<file path="config.mk">
export PLATFORM = sky130hd
export DESIGN_NAME = seq_calc_flat
export DESIGN_NICKNAME = d
export VERILOG_FILES = /design/src/rtl/seq_calc_pkg.sv /design/src/rtl/seq_calc_if.sv /design/src/rtl/seq_calc_addsub_core.sv /design/src/rtl/seq_calc.sv /design/src/flat_wrapper.sv
export SDC_FILE = /design/constraint.sdc
export NUM_CORES = 1
export LEC_CHECK = 0
export ABC_AREA = 1
export CELL_PAD_IN_SITES_DETAIL_PLACEMENT = 0
export CELL_PAD_IN_SITES_GLOBAL_PLACEMENT = 1
export CORE_MARGIN = 1.5
export CORE_UTILIZATION = 46
export CTS_BUF_LIST = sky130_fd_sc_hd__clkbuf_8
export DETAILED_ROUTE_END_ITERATION = 6
export GPL_ROUTABILITY_DRIVEN = 0
export HOLD_SLACK_MARGIN = 0.1
export PLACE_DENSITY_LB_ADDON = 0.1
export SLEW_MARGIN = 10
export SYNTH_ARGS = -nofsm -noshare
export SYNTH_HDL_FRONTEND = slang
export SYNTH_HIERARCHICAL = 1
export SYNTH_SLANG_ARGS = --single-unit
export TNS_END_PERCENT = 100
</file>
<file path="constraint.sdc">
create_clock -name clk -period 5.7 [get_ports clk]
set_input_delay 0.57 -clock clk [delete_from_list [all_inputs] [get_ports clk]]
set_output_delay 0.57 -clock clk [all_outputs]
set_load 0.02 [all_outputs]
</file>
<file path="src/rtl/seq_calc_pkg.sv">
// calc_pkg: shared types for the sequential calculator.
//   op_e    - 3-bit operation code carried on the request side of the bus
//   state_e - control state of the calculator (IDLE / EXEC / DONE)
package calc_pkg;

    localparam int OP_W = 3;

    typedef enum logic [OP_W-1:0] {
        OP_ADD   = 3'b000,  // a + b
        OP_SUBAB = 3'b001,  // a - b
        OP_SUBBA = 3'b010,  // b - a
        OP_ABSA  = 3'b011,  // |a|
        OP_ABSB  = 3'b100,  // |b|
        OP_MUL   = 3'b101,  // a * b, iterative
        OP_ACC   = 3'b110,  // acc + a
        OP_CLR   = 3'b111   // acc = 0
    } op_e;

    typedef enum logic [1:0] {
        IDLE = 2'b00,
        EXEC = 2'b01,
        DONE = 2'b10
    } state_e;

endpackage

</file>
<file path="src/rtl/seq_calc_if.sv">
// seq_calc_if: request/response bus of the sequential calculator.
//   Request : in_valid, in_ready, op, a, b
//   Response: out_valid, out_ready, r, ovf
//   master - the side issuing operations and consuming results
//   slave  - the calculator
interface seq_calc_if #(
    parameter int W = 8
) ();
    import calc_pkg::*;

    logic                in_valid;
    logic                in_ready;
    op_e                 op;
    logic signed [W-1:0] a;
    logic signed [W-1:0] b;
    logic                out_valid;
    logic                out_ready;
    logic signed [W-1:0] r;
    logic                ovf;

    modport master (
        output in_valid, op, a, b, out_ready,
        input  in_ready, out_valid, r, ovf
    );

    modport slave (
        input  in_valid, op, a, b, out_ready,
        output in_ready, out_valid, r, ovf
    );

endinterface

</file>
<file path="src/rtl/seq_calc_addsub_core.sv">
// addsub_core: W-bit signed adder/subtractor with two's-complement overflow.
//   a, b : signed operands
//   sub  : 0 -> sum = a + b, 1 -> sum = a - b
//   sum  : low W bits of the result (wraps)
//   ovf  : true result does not fit in W signed bits
module addsub_core #(
    parameter int W = 8
) (
    input  logic signed [W-1:0] a,
    input  logic signed [W-1:0] b,
    input  logic                sub,
    output logic signed [W-1:0] sum,
    output logic                ovf
);

    logic [W-1:0] b_eff;

    // Subtraction as a + ~b + 1 so one carry chain serves both directions.
    assign b_eff = sub ? ~b : b;
    assign sum   = a + b_eff + {{(W-1){1'b0}}, sub};

    // Overflow: both addends share a sign and the sum's sign differs.
    assign ovf = (a[W-1] == b_eff[W-1]) && (sum[W-1] != a[W-1]);

endmodule

</file>
<file path="src/rtl/seq_calc.sv">
// seq_calc: sequential signed calculator with valid/ready handshakes.
//   clk   - clock, all state changes on the rising edge
//   rst_n - asynchronous active-low reset
//   bus   - seq_calc_if slave: op/a/b request, r/ovf response
// Single-cycle ops (add/sub/abs/acc/clr) register their result on the
// accepting edge. Multiply runs radix-2 Booth over W cycles, reusing the
// same adder, and presents the low W product bits.
module seq_calc
    import calc_pkg::*;
#(
    parameter int W = 8
) (
    input  logic      clk,
    input  logic      rst_n,
    seq_calc_if.slave bus
);

    localparam int CNT_W = $clog2(W) + 1;
    localparam logic [CNT_W-1:0] LAST_STEP = CNT_W'(W - 1);

    state_e              state;
    state_e              state_nxt;
    logic                in_ready;
    logic                out_valid;

    logic signed [W-1:0] acc;
    logic signed [W-1:0] r_q;
    logic                ovf_q;

    // Booth multiplier registers: {prod_hi, mplier, booth_q1} shift right
    // each step; mplier ends up holding the low half of the product.
    logic [W-1:0]        mcand;
    logic [W-1:0]        mplier;
    logic [W-1:0]        prod_hi;
    logic                booth_q1;
    logic [CNT_W-1:0]    cnt;

    logic signed [W-1:0] as_a;
    logic signed [W-1:0] as_b;
    logic                as_sub;
    logic signed [W-1:0] as_sum;
    logic                as_ovf;

    logic [W-1:0]        step_hi;
    logic [W-1:0]        step_lo;
    logic                step_sign;

    // ---- control: state register ----
    always_ff @(posedge clk or negedge rst_n) begin
        if (!rst_n) begin
            state <= IDLE;
        end else begin
            state <= state_nxt;
        end
    end

    // ---- control: next state and handshake outputs ----
    always_comb begin
        state_nxt = state;
        in_ready  = 1'b0;
        out_valid = 1'b0;
        unique case (state)
            IDLE: begin
                in_ready = 1'b1;
                if (bus.in_valid) begin
                    state_nxt = (bus.op == OP_MUL) ? EXEC : DONE;
                end
            end
            EXEC: begin
                if (cnt == LAST_STEP) begin
                    state_nxt = DONE;
                end
            end
            DONE: begin
                out_valid = 1'b1;
                // Retire only; a request offered now is taken next cycle in IDLE.
                if (bus.out_ready) begin
                    state_nxt = IDLE;
                end
            end
            default: state_nxt = IDLE;
        endcase
    end

    assign bus.in_ready  = in_ready;
    assign bus.out_valid = out_valid;
    assign bus.r         = r_q;
    assign bus.ovf       = ovf_q;

    // ---- shared adder: operand selection ----
    always_comb begin
        as_a   = '0;
        as_b   = '0;
        as_sub = 1'b0;
        if (state == EXEC) begin
            as_a = prod_hi;
            unique case ({mplier[0], booth_q1})
                2'b01:   as_b = mcand;
                2'b10: begin
                    as_b   = mcand;
                    as_sub = 1'b1;
                end
                default: as_b = '0;
            endcase
        end else begin
            unique case (bus.op)
                OP_ADD: begin
                    as_a = bus.a;
                    as_b = bus.b;
                end
                OP_SUBAB: begin
                    as_a   = bus.a;
                    as_b   = bus.b;
                    as_sub = 1'b1;
                end
                OP_SUBBA: begin
                    as_a   = bus.b;
                    as_b   = bus.a;
                    as_sub = 1'b1;
                end
                OP_ABSA: begin
                    as_b   = bus.a;
                    as_sub = 1'b1;
                end
                OP_ABSB: begin
                    as_b   = bus.b;
                    as_sub = 1'b1;
                end
                OP_ACC: begin
                    as_a = acc;
                    as_b = bus.a;
                end
                default: begin
                    as_a = '0;
                    as_b = '0;
                end
            endcase
        end
    end

    addsub_core #(
        .W(W)
    ) u_addsub (
        .a  (as_a),
        .b  (as_b),
        .sub(as_sub),
        .sum(as_sum),
        .ovf(as_ovf)
    );

    // ---- Booth step: arithmetic shift of the partial product ----
    // The adder result may overflow W bits; the true sign is the wrapped
    // sign flipped by the overflow flag, and after halving it always fits.
    assign step_sign = as_sum[W-1] ^ as_ovf;
    assign step_hi   = {step_sign, as_sum[W-1:1]};
    assign step_lo   = {as_sum[0], mplier[W-1:1]};

    // ---- datapath registers ----
    always_ff @(posedge clk or negedge rst_n) begin
        if (!rst_n) begin
            acc      <= '0;
            r_q      <= '0;
            ovf_q    <= 1'b0;
            mcand    <= '0;
            mplier   <= '0;
            prod_hi  <= '0;
            booth_q1 <= 1'b0;
            cnt      <= '0;
        end else begin
            unique case (state)
                IDLE: begin
                    if (bus.in_valid) begin
                        unique case (bus.op)
                            OP_MUL: begin
                                mcand    <= bus.a;
                                mplier   <= bus.b;
                                prod_hi  <= '0;
                                booth_q1 <= 1'b0;
                                cnt      <= '0;
                            end
                            OP_ABSA: begin
                                if (bus.a[W-1]) begin
                                    r_q   <= as_sum;
                                    ovf_q <= as_ovf;
                                end else begin
                                    r_q   <= bus.a;
                                    ovf_q <= 1'b0;
                                end
                            end
                            OP_ABSB: begin
                                if (bus.b[W-1]) begin
                                    r_q   <= as_sum;
                                    ovf_q <= as_ovf;
                                end else begin
                                    r_q   <= bus.b;
                                    ovf_q <= 1'b0;
                                end
                            end
                            OP_ACC: begin
                                acc   <= as_sum;
                                r_q   <= as_sum;
                                ovf_q <= as_ovf;
                            end
                            OP_CLR: begin
                                acc   <= '0;
                                r_q   <= '0;
                                ovf_q <= 1'b0;
                            end
                            default: begin
                                r_q   <= as_sum;
                                ovf_q <= as_ovf;
                            end
                        endcase
                    end
                end
                EXEC: begin
                    prod_hi  <= step_hi;
                    mplier   <= step_lo;
                    booth_q1 <= mplier[0];
                    cnt      <= cnt + CNT_W'(1);
                    // Product fits in W bits only if the high half is pure sign extension.
                    if (cnt == LAST_STEP) begin
                        r_q   <= step_lo;
                        ovf_q <= (step_hi != {W{step_lo[W-1]}});
                    end
                end
                default: begin
                end
            endcase
        end
    end

endmodule

</file>
<file path="src/flat_wrapper.sv">
// flat-port wrapper written by rule: the top's interface ports become plain ports
module seq_calc_flat import calc_pkg::*;
#(
    parameter int W = 8
)
  (clk, rst_n, bus_in_valid, bus_op, bus_a, bus_b, bus_out_ready, bus_in_ready, bus_out_valid, bus_r, bus_ovf);
  seq_calc_if #(.W(W)) bus_i ();
  input  logic clk;
  input  logic rst_n;
  input wire logic [$bits(bus_i.in_valid)-1:0] bus_in_valid;
  input wire logic [$bits(bus_i.op)-1:0] bus_op;
  input wire logic [$bits(bus_i.a)-1:0] bus_a;
  input wire logic [$bits(bus_i.b)-1:0] bus_b;
  input wire logic [$bits(bus_i.out_ready)-1:0] bus_out_ready;
  output wire logic [$bits(bus_i.in_ready)-1:0] bus_in_ready;
  output wire logic [$bits(bus_i.out_valid)-1:0] bus_out_valid;
  output wire logic [$bits(bus_i.r)-1:0] bus_r;
  output wire logic [$bits(bus_i.ovf)-1:0] bus_ovf;
  assign bus_i.in_valid = bus_in_valid;
  assign bus_i.op = bus_op;
  assign bus_i.a = bus_a;
  assign bus_i.b = bus_b;
  assign bus_i.out_ready = bus_out_ready;
  assign bus_in_ready = bus_i.in_ready;
  assign bus_out_valid = bus_i.out_valid;
  assign bus_r = bus_i.r;
  assign bus_ovf = bus_i.ovf;
  seq_calc #(.W(W)) u_core (.clk(clk), .rst_n(rst_n), .bus(bus_i));
endmodule
</file>
### After elaboration in Yosys (flattened, before gate mapping)

Index checks and enable logic that the tools add are counted.

| word-level totals | value |
|---|---|
| input bits | 23 |
| register bits | 48 |
| output and inout port bits | 11 |

| cells by class | value |
|---|---|
| bitwise operators | 2 |
| add/subtract/negate cells | 3 |
| mux-type cells | 41 |
| equality and inequality tests | 20 |
| reductions and logical operators | 15 |

Operators with widths:

| cell | count |
|---|---|
| 8-bit 2-to-1 mux | 12 |
| 8-bit one-hot mux with 2 select lines | 5 |
| 8-bit one-hot mux with 4 select lines | 1 |
| 8-bit one-hot mux with 3 select lines | 1 |
| 3-bit == test (second input constant) | 4 |
| 3-bit AND reduction | 4 |
| 1-bit 2-to-1 mux | 11 |
| 8-bit by 1-bit adder with 8-bit output | 1 |
| 8-bit adder | 1 |
| 2-bit 2-to-1 mux | 4 |
| 4-bit 2-to-1 mux | 2 |
| 2-bit inequality test (second input constant) | 4 |
| 8-bit inequality test | 1 |
| 8-bit inverter | 1 |
| 4-bit one-hot mux with 2 select lines | 1 |
| 3-bit by 2-bit == test with 1-bit output (second input constant) | 2 |
| 2-bit one-hot mux with 3 select lines | 1 |
| 3-bit OR reduction | 2 |
| 4-bit by 1-bit adder with 4-bit output (second input constant) | 1 |
| 2-bit by 1-bit == test with 1-bit output (second input constant) | 2 |
| 2-bit == test (second input constant) | 2 |
| 4-bit by 3-bit == test with 1-bit output (second input constant) | 1 |
| 1-bit one-hot mux with 2 select lines | 2 |
| 1-bit one-hot mux with 4 select lines | 1 |
| other kinds (12) | 14 |

### Depth between registers and ports, before layout

Gate-level depths: netlist of run 1.

| logic depth | value |
|---|---|
| depth after elaboration | 14 |
| gate-level depth with buffers | 26 |
| mapped depth without buffers | 24 |

### By module

The synthesis of run 1 kept the hierarchy.

By module, submodules not included:

| module | area an instance (sq um) | seq. area each (sq um) | instances | cells an instance |
|---|---|---|---|---|
| seq_calc | 3,016.6 | 1,201.2 | 1 | 448 |
| addsub_core | 498.0 | 0.0 | 1 | 83 |

### Worst setup path after synthesis of run 1

Ideal clock, no wire load.

| timing | value |
|---|---|
| path type | input -> register |
| start | input port bus_op[2] |
| end | register u_core.ovf_q (netlist: u_core/bus.ovf) |
| data arrival time | 2.819 ns |
| slack | 2.761 ns |
| required time | 5.580 ns |
| stages | 23 |
| library setup time | 0.120 ns |
| path through | buf_4 -> nand2_2 -> nor2_1 -> nand2_1 -> nand3_1 -> nand2_1 -> o21ai_0 -> inv_1 -> nand2_1 -> nand2_1 -> fa_1 -> inv_1 -> nand4_1 -> nand3_1 -> nand2_1 -> nand2_1 -> nand2_1 -> nor2_1 -> nand2_1 -> nand3_1 -> nand2_1 -> inv_1 -> a21oi_1 |

| between the ends | value |
|---|---|
| elaborated cells between the ends (all ways) | 35 |

RTL lines:

| element | RTL line | RTL |
|---|---|---|
| start, declared | flat_wrapper.sv:11 | `input wire logic [$bits(bus_i.op)-1:0] bus_op;` |
| 3-bit by 1-bit == test with 1-bit output or 3-bit logical NOT (tied branches) | seq_calc.sv:106 | `unique case (bus.op)` |
| 2-bit OR reduction (no line) | -- |  |
| 8-bit one-hot mux with 3 select lines * | seq_calc.sv:106 |  |
| 8-bit 2-to-1 mux * | seq_calc.sv:95 | `if (state == EXEC) begin` |
| named net u_core.as_a[0] | seq_calc.sv:38 | `logic signed [W-1:0] as_a;` |
| 8-bit adder * | seq_calc_addsub_core.sv:20 | `assign sum = a + b_eff + {{(W-1){1'b0}}, sub};` |
| 8-bit by 1-bit adder with 8-bit output * | seq_calc_addsub_core.sv:20 |  |
| named net u_core.as_sum[6] | seq_calc.sv:41 | `logic signed [W-1:0] as_sum;` |
| 8-bit inequality test * | seq_calc.sv:224 | `ovf_q <= (step_hi != {W{step_lo[W-1]}});` |
| 1-bit 2-to-1 mux * | seq_calc.sv:222 | `if (cnt == LAST_STEP) begin` |
| 1-bit one-hot mux with 2 select lines * | seq_calc.sv:170 | `unique case (state)` |
| end signal, assigned | seq_calc.sv:184 | `ovf_q <= as_ovf;` |
| end signal, assigned | seq_calc.sv:193 | `ovf_q <= as_ovf;` |
| end signal, assigned | seq_calc.sv:224 |  |
| end, declared | seq_calc.sv:28 | `logic ovf_q;` |

Mark *: on every way through the listed nets, which the timed path passes. The rest lies on a longest branch. The select of a mux whose other input is x is not followed.
A chain may end at the register's enable or synchronous reset.

### Worst setup path after layout of run 1

| timing | value |
|---|---|
| start | input port bus_op[1] |
| end | register u_core.ovf_q (netlist: u_core/bus.ovf) |

Same word-level chain as after synthesis.

==> results of run 1 <==
==> per-layer routing <==
layer	vias up	part of all wire	track usage
met1	1629	0.46	0.400
met2	147	0.45	0.432
met5	-	0	0
met3	10	0.076	0.0429
met4	0	0.015	0.0714
li1	1729	-	-
==> stage by stage <==
step / hold slack [ps] / util / total power [mW]
after floorplan: 274 / - / 1.20
after global placement: 467 / 0.525 / 1.49
after detailed placement: 473 / 0.525 / 1.50
after CTS: 392 / 0.538 / 1.72
after global routing: 452 / 0.538 / 1.88
final: 372 / 0.538 / 1.73
==> final cells by class <==
cell class	count	area [um2]
Clock buffer	6	82.6
Timing Repair Buffer	37	355
Tap cell	99	124
Multi-Input combinational cell	387	1890
Clock inverter	2	11.3
Fill cell	765	3390
Inverter	75	282
Sequential cell	48	1200
==> cells by family (layout without fill, tap and decap cells) <==
kind of cell,count (synthesis),count (layout)
adder cells (fa/ha/maj),9,9
buffers and inverters,96,120
flip-flops,48,48
XOR/XNOR,11,11
AO/OA/AOI/OAI,110,110
AND/OR/NAND/NOR,257,257
==> synthesized netlist by cell type, drive strengths merged <==
library cell | number | area [um2]
fa | 1 | 20.0
or2 | 1 | 8.76
nand3 | 25 | 145
clkbuf | 6 | 25.0
xnor2 | 4 | 35.0
nor4 | 1 | 21.3
buf | 15 | 119
nor3 | 1 | 10.0
o22ai | 17 | 106
inv | 75 | 282
nand2 | 166 | 648
a21o | 1 | 7.51
xor2 | 7 | 61.3
nand4 | 4 | 25.0
a31oi | 1 | 6.26
nor2 | 59 | 226
ha | 8 | 100
o21ai | 67 | 335
a21oi | 24 | 131
dfrtp | 48 | 1200
==> power groups by stage <==
stage | registers (mW) | logic [mW] | clock network (mW)
2_1_floorplan | 0.604 | 0.595 | 0
3_3_place_gp | 0.592 | 0.901 | 0
3_5_place_dp | 0.591 | 0.909 | 0
4_1_cts | 0.587 | 0.914 | 0.224
5_1_grt | 0.606 | 1.03 | 0.236
6_report | 0.587 | 0.921 | 0.219
==> state kept, by name (all words and copies together) (netlist names) <==
| register | cells |
|---|---|
| u_core/state | 2 |
| u_core/acc | 8 |
| u_core/prod_hi | 8 |
| u_core/cnt | 4 |
| u_core/mplier | 8 |
| u_core/bus.r | 8 |
| u_core/mcand | 8 |
| u_core/bus.ovf | 1 |
| u_core/booth_q1 | 1 |
==> worst min-delay path by stage <==
stage | to | slack, ps
6_report | u_core/mcand[6] | 370
5_1_grt | u_core/acc[5] | 450
4_1_cts | u_core/mcand[6] | 390
3_5_place_dp | u_core/mcand[5] | 470
3_3_place_gp | u_core/bus.r[7] | 470
2_1_floorplan | u_core/acc[0] | 270
==> out/metrics.yaml, run 1 <==
yosys:
  synth-simple-area-share: 0.309
  synth_compound_area_frac: 0.167
  avgSynthCellArea_um2: 6.62
  syn-num-nets: 563
  muxShareOfSynthArea: 0
  synth_top_family_by_area: "simple AND/OR/NAND/NOR gates"
  synth_xor_area_frac: 0.0274
  ys_ff_latch: 48
  yosys.area_share.adder: 0.0342
  ys_warn_count: 6
  yosysSeqAreaShare: 0.342
  syn_inst: 531
  synth_cell_types: 29
  syn_area_um2: 3510
cts:
  cts_max_level: 2
  cts_repair_resize_count: 0
  clock_sinks: 48
  cts_tree: "done"
  clk_path_buf_depth: 2
  clk_pin_slew_ps: 90
  cts-root-buf: "clkbuf_8"
  cts_hold_buf: 0
  clock_latency_ps: 310
  cts_buffers: 5
  cts_setup_buffers: 0
power:
  pwr-share-clk: 0.127
  p_leak_nw: 2.00
  peakVddDrop_mv: 0.218
  combinationalPowerShare: 0.533
  switching_power_uw: 805
  swShare: 0.466
  pwr-share-seq: 0.340
  p_int_uw: 922
  p_per_area_nw_per_um2: 438
setup_path:
  crit_buf_inv: 5
  cp_cell_sequence: "clkdlybuf4s50_1 > nand2_2 > nor2_1 > nand2_1 > nand3_1 > nand2_1 > o21ai_0 > inv_1 > nand2_1 > nand2_1 > fa_1 > inv_1 > a21oi_1 > xnor2_1 > inv_1 > nand2_1 > nor2_1 > nand2_1 > nand3_1 > nand2_1 > inv_1 > a21oi_1"
  end_kind: "register"
  r2r_slack_ps: 2100
  rr_startpoint: "u_core/state[0]"
  crit_slowest_cell: "clkdlybuf4s50_1"
  crit_end: "u_core/bus.ovf"
  reg2reg_to: "u_core/bus.ovf"
  cpMostUsedCell: "nand2_1"
  critPathKind: "in -> reg"
  critPathMaxStageDelay_ps: 690
  required_ps: 5940
  cp_top_family: "simple AND/OR/NAND/NOR gates"
  crit_arrival_ps: 4100
  reg2regPathDepth: 21
  startpoint: "bus_op[1]"
  critPathMaxFanout: 11
  path_depth: 22
  cp-start-kind: "input pin"
route:
  wirelength_um: 10700
  wire_per_inst_um: 16.4
  num_vias: 3515
  viasPerCell: 5.37
  drtIter0Drc: 270
  first_pass_iters: 5
  drcViolationCount: 0
  postRouteAntennaNets: 0
die:
  pin_count: 34
  chipHeight_um: 90.4
  die_w_um: 90.4
  start_util: 0.479
  die_area_um2: 8170
  core_um2: 7330
  row_count: 31
cells_and_area:
  finalNonFillerCells: 654
  final_layout_size_suffix_gt1_frac: 0.0613
  area_delta_synth_final_pct: 12.2
  final_cell_area_um2: 3940
  final_cell_mix: "nand2_1, inv_1, o21ai_0"
  mostFrequentLayoutCell: "nand2_1"
  nets: 586
  n_antenna_cell: 0
place:
  port_buffers: 33
  placed_area_um2: 3850
  pre_cts_ws_ps: 1600
  place_inst: 646
  hpwl_um: 7710
timing:
  max_freq_mhz: 259
  fin_crit_sh: 0.677
  tightest_slew_ps: 983
  rsz0062_at_grt: "no"
  period_needed_ps: 3860
  hold_viol: 0
  finalClockSkew_ps: 8.84
  slew-limit-headroom: 0.343
  maxSlewViolCount: 0
  fin_tns_setup_ps: 0
  setup_viol: 0
  fin_ws_ps: 1840
worst_hold_path:
  holdCritPathClass: "in -> async"
global_routing:
  antenna_found_initial: 0
  grt_pass1_wl_um: 17600
  track_usage: 0.277
  grt_pass1_vias: 3406
  grt_overflow: 0
  grt_max_degree: 49
outcome:
  status: "finished, final reports clean"
flow_run:
  drv_cap: 0
Power figures use the tool's default switching activity.
==> inputs of run 2 (changes only) <==
--- a/config.mk
+++ b/config.mk
@@ -9,7 +9,7 @@
 export CELL_PAD_IN_SITES_DETAIL_PLACEMENT = 0
 export CELL_PAD_IN_SITES_GLOBAL_PLACEMENT = 1
 export CORE_MARGIN = 1.5
-export CORE_UTILIZATION = 46
+export CORE_UTILIZATION = 38
 export CTS_BUF_LIST = sky130_fd_sc_hd__clkbuf_8
 export DETAILED_ROUTE_END_ITERATION = 6
 export GPL_ROUTABILITY_DRIVEN = 0
==> constraint.sdc (replaced) <==
create_clock -name clk -period 3.47 [get_ports clk]
set_input_delay 0.347 -clock clk [delete_from_list [all_inputs] [get_ports clk]]
set_output_delay 0.347 -clock clk [all_outputs]
set_load 0.02 [all_outputs]
==> out/metrics.yaml, run 2 (synthesis gave the netlist of run 1 again) <==
route:
  first_pass_iters: 5  # unchanged
  wirelength_um: 11100  # +2.9%
  viasPerCell: 5.01  # -6.8%
  postRouteAntennaNets: 0  # unchanged
  drcViolationCount: 0  # unchanged
  drtIter0Drc: 208  # -23%
  num_vias: 3463  # -1.5%
  wire_per_inst_um: 16.0  # -2.6%
global_routing:
  grt_pass1_wl_um: 18000  # +2.3%
  grt_max_degree: 31  # -37%
  track_usage: 0.238  # -0.0387
  grt_overflow: 0  # unchanged
  grt_pass1_vias: 3387  # -0.56%
  antenna_found_initial: 0  # unchanged
setup_path:
  required_ps: 3660  # -2280 ps
  startpoint: "bus_op[2]"
  critPathMaxFanout: 9  # -2
  crit_arrival_ps: 3340  # -760 ps
  rr_startpoint: "u_core/state[1]"
  critPathKind: "in -> reg"
  end_kind: "register"
  cp-start-kind: "input pin"
cells_and_area:
  nets: 614  # +4.8%
  area_delta_synth_final_pct: 19.5
  mostFrequentLayoutCell: "nand2_1"
  fillerInstances: 955  # +25%
  seqCellArea_um2: 1200  # +0.21%
  n_antenna_cell: 0  # unchanged
  multi_input_area_um2: 1910  # +1.3%
  final_cell_mix: "nand2_1, inv_1, o21ai_0"
  final_layout_size_suffix_gt1_frac: 0.120  # +0.0588
timing:
  setup_viol: 0  # unchanged
  tightest_slew_ps: 835  # -148 ps
  period_needed_ps: 3140
  finalClockSkew_ps: 15.2  # +6.35 ps
  hold_viol: 0  # unchanged
  fin_tns_setup_ps: 0  # unchanged
  slew-limit-headroom: 0.439  # +0.0962
  maxSlewViolCount: 0  # unchanged
  holdWs_ps: 95.0  # -277 ps
  rsz0062_at_grt: "no"
  max_freq_mhz: 318
  fin_crit_sh: 0.906
die:
  chipHeight_um: 99.2  # +9.7%
  start_util: 0.397  # -0.0822
  die_w_um: 99.2  # +9.7%
  row_count: 34  # +9.7%
  pin_count: 34  # unchanged
  core_um2: 8850  # +21%
  die_area_um2: 9830  # +20%
cts:
  cts_tree: "done"
  clk_pin_slew_ps: 110  # +20 ps
  cts_setup_buffers: 0  # unchanged
  cts_max_level: 2  # unchanged
  clock_latency_ps: 310  # about the same
  clock_sinks: 48  # unchanged
  clk_path_buf_depth: 2  # unchanged
  cts-root-buf: "clkbuf_8"
  cts_hold_buf: 0  # unchanged
  cts_buffers: 5  # unchanged
power:
  p_per_area_nw_per_um2: 699  # +60%
  fin_total_pwr_mw: 2.93  # +70%
  peakVddDrop_mv: 0.322  # +48%
  p_leak_nw: 2.17  # +8.4%
flow_run:
  drv_cap: 0  # unchanged
place:
  hpwl_um: 8530  # +11%
  port_buffers: 33  # unchanged
worst_hold_path:
  holdCritPathClass: "in -> async"
outcome:
  status: "finished, final reports clean"
==> run 2: cell count changes in the layout (fill, tap and decap cells not counted), sizes merged <==
| cell | previous run | this run |
|---|---|---|
| buf | 5 | 33 |
| clkdlybuf4s50 | 32 | 30 |
| dlymetal6s2s | 0 | 2 |
| clkinv | 0 | 1 |
| clkinvlp | 1 | 0 |
==> run 2: final cells by class <==
class                           instances  share of cell area
Inverter                               75              0.0670
Tap cell                              108              0.0322
Clock inverter                          2             0.00328
Multi-Input combinational cell        387               0.455
Clock buffer                            6              0.0197
Sequential cell                        48               0.287
Timing Repair Buffer                   65               0.136
==> run 2: power by group <==
group          internal (mW)  switching, mW  leakage, nW
Clock                  0.164          0.216       0.0516
Sequential             0.817          0.134        0.588
Combinational          0.610          0.993         1.53
Total                   1.59           1.34         2.17
==> run 2: timing repair <==
item                                    CTS  global route
endpoints found under the setup margin    0             6
endpoints found under the hold margin     0             0
resized for setup                         0            10
==> run 2: path summary, 6_finish.rpt <==
check | slack [ps] | cells after the start | to
max in group asynchronous | 2590 | 2 | u_core/state[1]
min in group clk | 490 | 2 | u_core/bus.r[7]
min | 100 | 1 | u_core/prod_hi[6]
max reg2reg | 350 | 22 | u_core/bus.r[5]
max | 330 | 23 | u_core/bus.r[6]
min reg2reg | 490 | 2 | u_core/bus.r[7]
==> run 2: critical path, cell delays in order <==
cell and delay (ps):
clkdlybuf4s50_1 450, buf_4 160, nand2_2 70, nor2_1 100
buf_4 130, nand2_1 50, nand3_1 90, nand2_1 60
o21ai_0 100, inv_1 60, nand2_1 70, nand2_1 70
fa_1 410, inv_1 90, nand4_1 140, nand4_1 120
nand2_1 190, nand2_1 100, o21ai_0 80, nand2_1 70
nand2_1 50, o21ai_1 230, a21oi_1 100
==> run 2: per-stage QoR <==
stage | cell area, um2 | worst slack [ps] | utilization | std cells
detailed placement | 4070 | -207 | 0.460 | 683
finish | 4200 | 327 | 0.475 | 691
global placement | 4070 | -213 | 0.460 | 683
global route | 4200 | 49.1 | 0.475 | 691
CTS | 4170 | 110 | 0.471 | 691
floorplan | 3510 | 684 | - | 531
==> run 2: routing by layer <==
layer	share of wire	GRT usage	vias up
met5	0	0	-
met4	0.012	0.0596	0
met3	0.045	0.0365	7
met2	0.45	0.373	79
met1	0.50	0.346	1596
li1	-	-	1781
==> inputs of run 3 (changes only) <==
--- a/config.mk
+++ b/config.mk
@@ -6,6 +6,7 @@
 export NUM_CORES = 1
 export LEC_CHECK = 0
 export ABC_AREA = 1
+export ABC_CLOCK_PERIOD_IN_PS = 3470
 export CELL_PAD_IN_SITES_DETAIL_PLACEMENT = 0
 export CELL_PAD_IN_SITES_GLOBAL_PLACEMENT = 1
 export CORE_MARGIN = 1.5
@@ -15,7 +16,7 @@
 export GPL_ROUTABILITY_DRIVEN = 0
 export HOLD_SLACK_MARGIN = 0.1
 export PLACE_DENSITY_LB_ADDON = 0.1
-export SLEW_MARGIN = 10
+export SLEW_MARGIN = 20
 export SYNTH_ARGS = -nofsm -noshare
 export SYNTH_HDL_FRONTEND = slang
 export SYNTH_HIERARCHICAL = 1
==> results of run 3 <==
Final layout, timing and power as in run 2 (identical DEF).
